==> src/rtl/serial_pkg.sv <==
// serial_pkg: shared line levels and transmit FSM states for the single-wire serial link.
// Rev 1.0
`default_nettype none

package serial_pkg;

  typedef enum logic [1:0] {
    IDLE  = 2'd0,
    START = 2'd1,
    DATA  = 2'd2,
    STOP  = 2'd3
  } tx_state_t;

  localparam logic START_BIT  = 1'b0;
  localparam logic STOP_BIT   = 1'b1;
  localparam logic IDLE_LEVEL = 1'b1;

endpackage

`default_nettype wire

==> src/rtl/bit_timer.sv <==
// bit_timer: counts clock cycles within one serial bit; tick marks the last cycle of the bit.
// Rev 1.0
`default_nettype none

module bit_timer #(
  parameter int DIV = 4
) (
  input  logic clk,
  input  logic reset,
  input  logic run,
  output logic tick
);

  localparam int CNT_W = (DIV > 1) ? $clog2(DIV) : 1;
  localparam logic [CNT_W-1:0] c_CNT_LAST = CNT_W'(DIV - 1);

  logic [CNT_W-1:0] r_cnt;

  assign tick = run && (r_cnt == c_CNT_LAST);

  always_ff @(posedge clk or posedge reset) begin
    if (reset) begin
      r_cnt <= '0;
    end else if (!run || tick) begin
      r_cnt <= '0;
    end else begin
      r_cnt <= r_cnt + 1'b1;
    end
  end

endmodule

`default_nettype wire

==> src/rtl/piso_serial_tx.sv <==
// piso_serial_tx: framed parallel-in/serial-out transmitter (start 0, data LSB first, stop 1).
// Rev 1.0
`default_nettype none

module piso_serial_tx
  import serial_pkg::*;
#(
  parameter int DATA_W = 8,
  parameter int DIV    = 4
) (
  input  logic              clk,
  input  logic              reset,
  input  logic              in_valid,
  input  logic [DATA_W-1:0] in_data,
  output logic              in_ready,
  output logic              tx_out,
  output logic              busy,
  output logic              done
);

  localparam int IDX_W = (DATA_W > 1) ? $clog2(DATA_W) : 1;
  localparam logic [IDX_W-1:0] c_IDX_LAST = IDX_W'(DATA_W - 1);

  tx_state_t         r_state;
  tx_state_t         w_state_next;
  logic [DATA_W-1:0] r_shift;
  logic [DATA_W-1:0] w_shift_next;
  logic [IDX_W-1:0]  r_idx;
  logic [IDX_W-1:0]  w_idx_next;
  logic              r_tx;
  logic              r_busy;
  logic              r_done;
  logic              w_tx_next;
  logic              w_busy_next;
  logic              w_done_next;
  logic              w_tick;
  logic              w_run;
  logic              w_accept;
  logic              w_last_bit;

  assign in_ready   = (r_state == IDLE);
  assign w_accept   = in_valid && in_ready;
  assign w_last_bit = (r_idx == c_IDX_LAST);
  assign w_run      = (r_state != IDLE);

  assign tx_out = r_tx;
  assign busy   = r_busy;
  assign done   = r_done;

  bit_timer #(
    .DIV (DIV)
  ) u_bit_timer (
    .clk   (clk),
    .reset (reset),
    .run   (w_run),
    .tick  (w_tick)
  );

  always_ff @(posedge clk or posedge reset) begin
    if (reset) begin
      r_state <= IDLE;
    end else begin
      r_state <= w_state_next;
    end
  end

  always_comb begin
    w_state_next = r_state;
    case (r_state)
      IDLE:    if (w_accept)               w_state_next = START;
      START:   if (w_tick)                 w_state_next = DATA;
      DATA:    if (w_tick && w_last_bit)   w_state_next = STOP;
      STOP:    if (w_tick)                 w_state_next = IDLE;
      default:                             w_state_next = IDLE;
    endcase
  end

  // The line shows the LSB of the shift register during DATA, so shifting happens only on DATA ticks.
  always_comb begin
    w_shift_next = r_shift;
    w_idx_next   = r_idx;
    case (r_state)
      IDLE: begin
        if (w_accept) begin
          w_shift_next = in_data;
          w_idx_next   = '0;
        end
      end
      DATA: begin
        if (w_tick) begin
          w_shift_next = r_shift >> 1;
          w_idx_next   = w_last_bit ? '0 : r_idx + 1'b1;
        end
      end
      default: begin
        w_shift_next = r_shift;
        w_idx_next   = r_idx;
      end
    endcase

    case (w_state_next)
      START:   w_tx_next = START_BIT;
      DATA:    w_tx_next = w_shift_next[0];
      STOP:    w_tx_next = STOP_BIT;
      default: w_tx_next = IDLE_LEVEL;
    endcase

    w_busy_next = (w_state_next != IDLE);
    w_done_next = (r_state == STOP) && w_tick;
  end

  always_ff @(posedge clk or posedge reset) begin
    if (reset) begin
      r_shift <= '0;
      r_idx   <= '0;
      r_tx    <= IDLE_LEVEL;
      r_busy  <= 1'b0;
      r_done  <= 1'b0;
    end else begin
      r_shift <= w_shift_next;
      r_idx   <= w_idx_next;
      r_tx    <= w_tx_next;
      r_busy  <= w_busy_next;
      r_done  <= w_done_next;
    end
  end

endmodule

`default_nettype wire
==> config.mk <==
export PLATFORM = sky130hd
export DESIGN_NAME = piso_serial_tx
export DESIGN_NICKNAME = d
export VERILOG_FILES = /design/src/rtl/serial_pkg.sv /design/src/rtl/bit_timer.sv /design/src/rtl/piso_serial_tx.sv
export SDC_FILE = /design/constraint.sdc
export NUM_CORES = 1
export LEC_CHECK = 0
export ABC_AREA = 1
export CAP_MARGIN = 15
export CORE_MARGIN = 2
export CORE_UTILIZATION = 53
export CTS_BUF_LIST = sky130_fd_sc_hd__clkbuf_4 sky130_fd_sc_hd__clkbuf_8 sky130_fd_sc_hd__clkbuf_16
export CTS_CLUSTER_SIZE = 28
export DETAILED_ROUTE_END_ITERATION = 8
export PLACE_DENSITY_LB_ADDON = 0.1
export SYNTH_ARGS = -nofsm -noshare
export SYNTH_HDL_FRONTEND = slang
export SYNTH_SLANG_ARGS = --single-unit
==> constraint.sdc <==
create_clock -name clk -period 3.6 [get_ports clk]
set_clock_uncertainty 0.1 [all_clocks]
set_input_delay 0.72 -clock clk [delete_from_list [all_inputs] [get_ports clk]]
set_output_delay 0.72 -clock clk [all_outputs]
set_load 0.02 [all_outputs]
== After elaboration in Yosys (flattened, before gate mapping) ==
Index checks and enable logic that the tools add are counted.
Word-level totals
  bits in registers: 18
  bits in latches: 0
  bits in writable memories: 0
  bits in read-only memories: 0
  logic and storage cells: 44
  memories: 0
Operators by class
  add/subtract/negate cells: 2
  $mul: 0
  divide/modulo/power cells: 0
  $lt $le $gt $ge: 0
  eq/ne operators: 9
  shifts and indexed selects: 0
  multiplexer cells: 14
  bitwise gates (word level): 0
  reductions and logical operators: 11
Operator list (count)
  2-to-1 mux 8 bit: 2
  one-hot mux 8 bit (2 select lines): 1
  2-to-1 mux 2 bit: 5
  2-to-1 mux 3 bit: 3
  equality test 2 bit (second input constant): 4
  one-hot mux 2 bit (4 select lines): 1
  one-hot mux 3 bit (2 select lines): 1
  nonzero test 2 bit: 3
  equality test 2 x 1 -> 1 bit (second input constant): 2
  logical AND 1 bit: 4
  != test 2 x 1 -> 1 bit (second input constant): 2
  adder 3 x 1 -> 3 bit (second input constant): 1
  equality test 3 bit (second input constant): 1
  AND reduction 3 bit: 1
  adder 2 x 1 -> 2 bit (second input constant): 1
  zero test 2 bit: 1
  one-hot mux 1 bit (2 select lines): 1
  zero test 1 bit: 1
  logical OR 1 bit: 1

== Longest topological paths before layout ==
Gate-level depths: netlist (run 1).
  word-level depth: 7
  gate-level depth with buffers: 9

== By module ==
From an unflattened synthesis (run 1), not the netlist that was laid out.
Second synthesis, totals
  cells, all modules: 112
  area total of the unflattened synthesis: 889.6 um^2
Modules (own cells, without submodules)
  piso_serial_tx: instances 1, cells an instance 101, area an instance 797.0 um^2
  bit_timer: instances 1, cells an instance 11, area an instance 92.6 um^2

== Worst setup path before layout (run 1) ==
OpenSTA, ideal clock, no wires.
  path kind: reg2out
  from: reg r_state[0]
  to: out in_ready
  arrival time: 0.735 ns
  data required time: 2.780 ns
  setup slack: 2.045 ns
  stages on the path, launching flop included: 2
  cells stage by stage: dfrtp_1 -> nor2_2
Between the ends
  word-level cells in the longest chain between the ends: 1
Ends and longest elaborated chain
  start: declaration: line piso_serial_tx.sv:24  | tx_state_t r_state;
  start signal: assignment: line piso_serial_tx.sv:63  | r_state <= w_state_next;
  zero test 2 bit: line piso_serial_tx.sv:41  | assign in_ready = (r_state == IDLE);
  end: declaration: line piso_serial_tx.sv:15  | output logic in_ready,
No other way between the ends.

== Worst setup path in the final report (run 1) ==
Same ends and word-level chain as after synthesis.

==> impl_metrics.tcl, run 1 <==
set metrics [dict create \
    outcome "complete, no violations" \
    grt_pass1_vias 595 \
    critPathMaxFanout 6 \
    fmax_ghz 0.407 \
    p_leak_nw 0.564 \
    hold_buffers 0 \
    track_usage_pct 17.4 \
    path_cells "nor2_2 -> clkdlybuf4s50_1" \
    drv_slew 0 \
    dp_cells 133 \
    fin_crit_sh_pct 68.3 \
    arrival_ns 1.64 \
    cts_tree "done" \
    final_area_um2 1030 \
    fin_nets 136 \
    finalWeightedCongestion 0.741 \
    drive_above_1_share_pct 8.26 \
    rr_startpoint "r_idx[0]" \
    ys_types 15 \
    routedWlPerCell_um 10.4 \
    crit_start "r_state[0]" \
    cts_sinks 18 \
    cts_resized 0 \
    routed_wirelength_um 1430 \
    vdd_drop_max_v 0.000471 \
    num_vias 665 \
    min-delay-start "u_bit_timer.r_cnt[0]" \
    path_class "reg -> out" \
    ys_ff_latch 18 \
    cp-start-kind "flip-flop" \
    syn-instance-count 104 \
    initial_utilization_pct 56.5 \
    antenna_found_initial 0 \
    pin_count 15 \
    grt_pass1_wl_um 2500 \
    die_area_um2 1920 \
    hold_slack_ns 0.348 \
    slowest_stage "clkdlybuf4s50_1" \
    ant_nets 0 \
    ys_seq_area_share_pct 53.7 \
    syn_to_final_growth_pct 22.8 \
    port_buffers 14 \
    cts-htree-levels 1 \
    dp_hpwl_um 1050 \
    min_period_ns 2.46 \
    fp.dieW_um 43.8 \
    pre_cts_ws_ns 1.48 \
    slew_headroom_pct 55.0 \
    critical_path.max_stage_delay_ns 0.65 \
    synth_compound_area_share_pct 1.49 \
    finalSetupViolations 0 \
    hold_violations 0 \
    synth_xor_area_share_pct 0 \
    n_fill_cell 127 \
    drc 0 \
    fin_total_pwr_mw 0.756 \
    insertion_delay_ns 0.29 \
    cts_made_buffers 3 \
    max-clock-path-buffers 2 \
    crit_buf_inv 1 \
    antenna_cells 0 \
    final_util_pct 69.3 \
    max-cap-violations 0 \
    tightestPinTransition_ns 0.674 \
    syn_nets 118 \
    drt_iter0_drc 14 \
    rows 14 \
    gr-total-overflow 0 \
    drt_pass1_iterations 4 \
    synth_fa_ha_area_share_pct 4.46 \
    die_h_um 43.8 \
    cts_setup_buffers 0 \
    critPathTopFamily "buffers and inverters" \
    core_area_um2 1490 \
    synthMuxAreaShare_pct 0 \
    cts-root-buf "clkbuf_4" \
    grt_max_degree 19 \
    syn-mean-instance-area_um2 8.08 \
    hp-class "reg -> reg" \
    cp_data_required_time_ns 2.78 \
    viasPerCell 4.85 \
    fin_ws_ns 1.14 \
    synth_top_family_by_area "simple AND/OR/NAND/NOR gates" \
    path_clk_slew_ns 0.10 \
    yosys.area_share.simple_pct 33.0 \
    rsz0062_at_grt "no" \
    critPathCaptureType "output pin" \
    tns_ns 0 \
    fin_cells 137 \
    yosysWarnings 0 \
    p_per_area_nw_per_um2 733 \
    syn-cell-area_um2 841 \
    post_dp_cell_area_um2 996 \
]
## Yosys cell counts
cell type	number	area share, %
nor2_2	2	1.5
inv_2	1	0.45
nand3_1	15	8.9
buf_2	1	0.59
a21oi_1	1	0.59
nor2_1	3	1.3
nand2_1	41	18
ha_1	3	4.5
nand2_2	2	1.5
nor3_1	1	0.59
inv_1	14	6.2
nor3b_1	1	0.89
dfstp_2	1	3.1
o211ai_1	1	0.89
dfrtp_1	17	51
## cell usage in the layout, fill, tap and decap left out
cell type and count:
nand3_1 15, inv_1 14, clkbuf_4 3, clkbuf_8 1, ha_1 3, nand2_2 2, o211ai_1 1, nor3b_1 1
nand2_1 41, dfrtp_1 17, a21oi_1 1, nor3_1 1, nor2_1 3, dfstp_2 1, nor2_2 2, clkdlybuf4s50_1 14
inv_2 1
## metal layers
layer | global-route usage [%] | share of wire, % | vias up
met2 | 25.0 | 44 | 11
met3 | 2.50 | 3.1 | 3
met1 | 26.3 | 51 | 296
met4 | 7.27 | 1.6 | 0
met5 | 0 | 0 | -
li1 | - | - | 355
## cells by family after synthesis
kind of cell	count (synthesis)
simple gates	65
fa+ha+maj	3
compound gates	2
buf+inv	16
flops	18
## worst reg2reg max path, stage by stage (launching register included)
cell,delay (ns)
dfrtp_1,0.41
ha_1,0.20
ha_1,0.19
nand2_1,0.07
inv_1,0.04
nand2_1,0.11
nand3_1,0.12
nor2_1,0.11
nand2_1,0.06
nand2_1,0.05
## worst paths after layout
path	to	slack (ns)	cells after the start
max in group asynchronous	r_shift[2]	2.26	2
worst min register to register	u_bit_timer.r_cnt[0]	0.35	1
worst max-delay path	in_ready	1.14	2
worst max register to register	tx_out	2.09	9
min in group asynchronous	r_state[0]	0.71	2
worst min-delay path	u_bit_timer.r_cnt[0]	0.35	1
## area by class of cell
class	count	area, µm²	area share (%)
Sequential cell	18	452	43.8
Tap cell	16	20.0	1.94
Multi-Input combinational cell	70	328	31.8
Inverter	15	56.3	5.45
Timing Repair Buffer	14	140	13.6
Clock buffer	4	36.3	3.52
## report_power, final
group	total, mW	leakage, nW	internal [mW]	switching [mW]
registers	0.333	0.225	0.288	0.0456
logic	0.298	0.318	0.120	0.179
clock network	0.125	0.0210	0.0617	0.0630
## sequential cells by signal, indices dropped and copies added, names as in the netlist
signal,cells
r_shift,8
r_idx,3
r_state,2
u_bit_timer.r_cnt,2
busy,1
done,1
tx_out,1
Power figures use the tool's default switching activity.
==> run 2: changes to the inputs <==
CORE_UTILIZATION = 50   (was 53)
clock period = 2.3 ns   (was 3.6 ns; I/O delays follow)
==> run 2 against run 1 <==
Compared with the run above: clock power rose by 42%; combinational power rose by 57%; first-iteration DRC count did not move; setup slack got worse by 1.0 ns; via count rose by 3.2%; sequential power rose by 56%; non-clock buffer count did not move; register-to-register slack got worse by 1.3 ns; routed wire length rose by 3.4%; power rose by 54%; clock-buffer cell count did not move; critical path type unchanged.
==> impl_metrics.tcl, run 2 (synthesized netlist as in run 1, its figures left out) <==
set metrics [dict create \
    cp_data_required_time_ns 1.74 \
    syn_to_final_growth_pct 22.0 \
    grt_max_degree 19 \
    arrival_ns 1.64 \
    slowest_stage "clkdlybuf4s50_1" \
    drv_slew 0 \
    finalSetupViolations 0 \
    finalWeightedCongestion 0.726 \
    hold_buffers 0 \
    core_area_um2 1540 \
    drt_pass1_iterations 4 \
    cts-htree-levels 1 \
    fin_total_pwr_mw 1.16 \
    critical_path.max_stage_delay_ns 0.65 \
    fmax_ghz 0.454 \
    cts_sinks 18 \
    max-clock-path-buffers 2 \
    cts_resized 0 \
    final_common_cell "nand2_1" \
    fin_ws_ns 0.0951 \
    rsz0062_at_grt "no" \
    fin_crit_sh_pct 95.9 \
    ant_nets 0 \
    port_buffers 14 \
    p_leak_nw 0.561 \
    p_per_area_nw_per_um2 1140 \
    die_h_um 45.0 \
    slew_headroom_pct 55.9 \
    track_usage_pct 18.2 \
    cts_setup_buffers 0 \
    min_period_ns 2.20 \
    critPathCaptureType "output pin" \
    routed_wirelength_um 1470 \
    drt_iter0_drc 14 \
    fp.dieW_um 45.0 \
    path_clk_slew_ns 0.10 \
    fin_nets 136 \
    cts_tree "done" \
    drive_above_1_share_pct 8.26 \
    viasPerCell 5.01 \
    insertion_delay_ns 0.29 \
    path_cells "nor2_2 -> clkdlybuf4s50_1" \
    outcome "complete, no violations" \
    vdd_drop_max_v 0.000699 \
    rows 14 \
    pin_count 15 \
    grt_pass1_vias 641 \
    tightestPinTransition_ns 0.661 \
    critPathMaxFanout 6 \
    largestRegisters "r_shift (8), r_idx (3)" \
    gr-total-overflow 0 \
    hp-class "reg -> reg" \
    mostFrequentLayoutCells "nand2_1, dfrtp_1, nand3_1" \
    dp_hpwl_um 1090 \
    max-cap-violations 0 \
    cp-start-kind "flip-flop" \
    drc 0 \
    cts_made_buffers 3 \
    grt_pass1_wl_um 2660 \
    die_area_um2 2030 \
    regMostFlops "r_shift" \
    largest_reg_flops 8 \
    antenna_found_initial 0 \
    tns_ns 0 \
    hold_violations 0 \
    initial_utilization_pct 54.5 \
    antenna_cells 0 \
    num_vias 686 \
    routedWlPerCell_um 10.8 \
    pre_cts_ws_ns 0.437 \
    cts-root-buf "clkbuf_4" \
    n_fill_cell 140 \
    path_class "reg -> out" \
]
-- run 2: cell counts in the layout (fill, tap and decap cells not counted) --
No cell type changed its count.
-- run 2: worst max-delay path, delay by kind of cell (launching register included) --
kind | cells | cell delay, ns
buf+inv | 1 | 0.65
flops | 1 | 0.46
simple gates | 1 | 0.24
-- run 2: report_power, final --
part | switching (mW) | total (mW) | internal (mW)
clock network | 0.0978 | 0.177 | 0.0794
logic | 0.279 | 0.467 | 0.187
registers | 0.0703 | 0.521 | 0.450
-- run 2: area by class of cell --
type | instances | area, µm² | area share (%)
flip-flops and latches | 18 | 452 | 44.0
multi-input cells | 70 | 328 | 32.0
repair buffers | 14 | 140 | 13.7
inverters | 15 | 56.3 | 5.49
clock buffers | 4 | 30.0 | 2.93
well taps | 16 | 20.0 | 1.95
-- run 2: per-layer routing --
| layer | part of all wire (%) | up-vias | track usage [%] |
|---|---|---|---|
| li1 | - | 356 | - |
| met1 | 47 | 305 | 24.9 |
| met2 | 47 | 21 | 27.7 |
| met3 | 4.9 | 4 | 2.40 |
| met4 | 1.6 | 0 | 10.6 |
| met5 | 0 | - | 0 |
-- run 2: final timing paths --
kind / end / depth (start not counted) / slack, ns / from
max: in_ready / 2 / 0.1 / r_state[0]
min: u_bit_timer.r_cnt[0] / 1 / 0.35 / u_bit_timer.r_cnt[0]
min reg2reg: u_bit_timer.r_cnt[0] / 1 / 0.35 / u_bit_timer.r_cnt[0]
max reg2reg: tx_out / 9 / 0.78 / r_idx[0]
max in group asynchronous: u_bit_timer.r_cnt[1] / 2 / 1.23 / reset
min in group asynchronous: r_state[0] / 2 / 0.45 / reset
-- run 2: per-stage QoR --
stage | instance area, µm² | hold slack, ns | instances | utilization (%)
floorplan | 841 | 0.298 | 104 | -
global placement | 996 | 0.337 | 133 | 64.6
detailed placement | 996 | 0.338 | 133 | 64.6
CTS | 1030 | 0.352 | 137 | 66.6
global route | 1030 | 0.371 | 137 | 66.6
finish | 1030 | 0.347 | 137 | 66.6
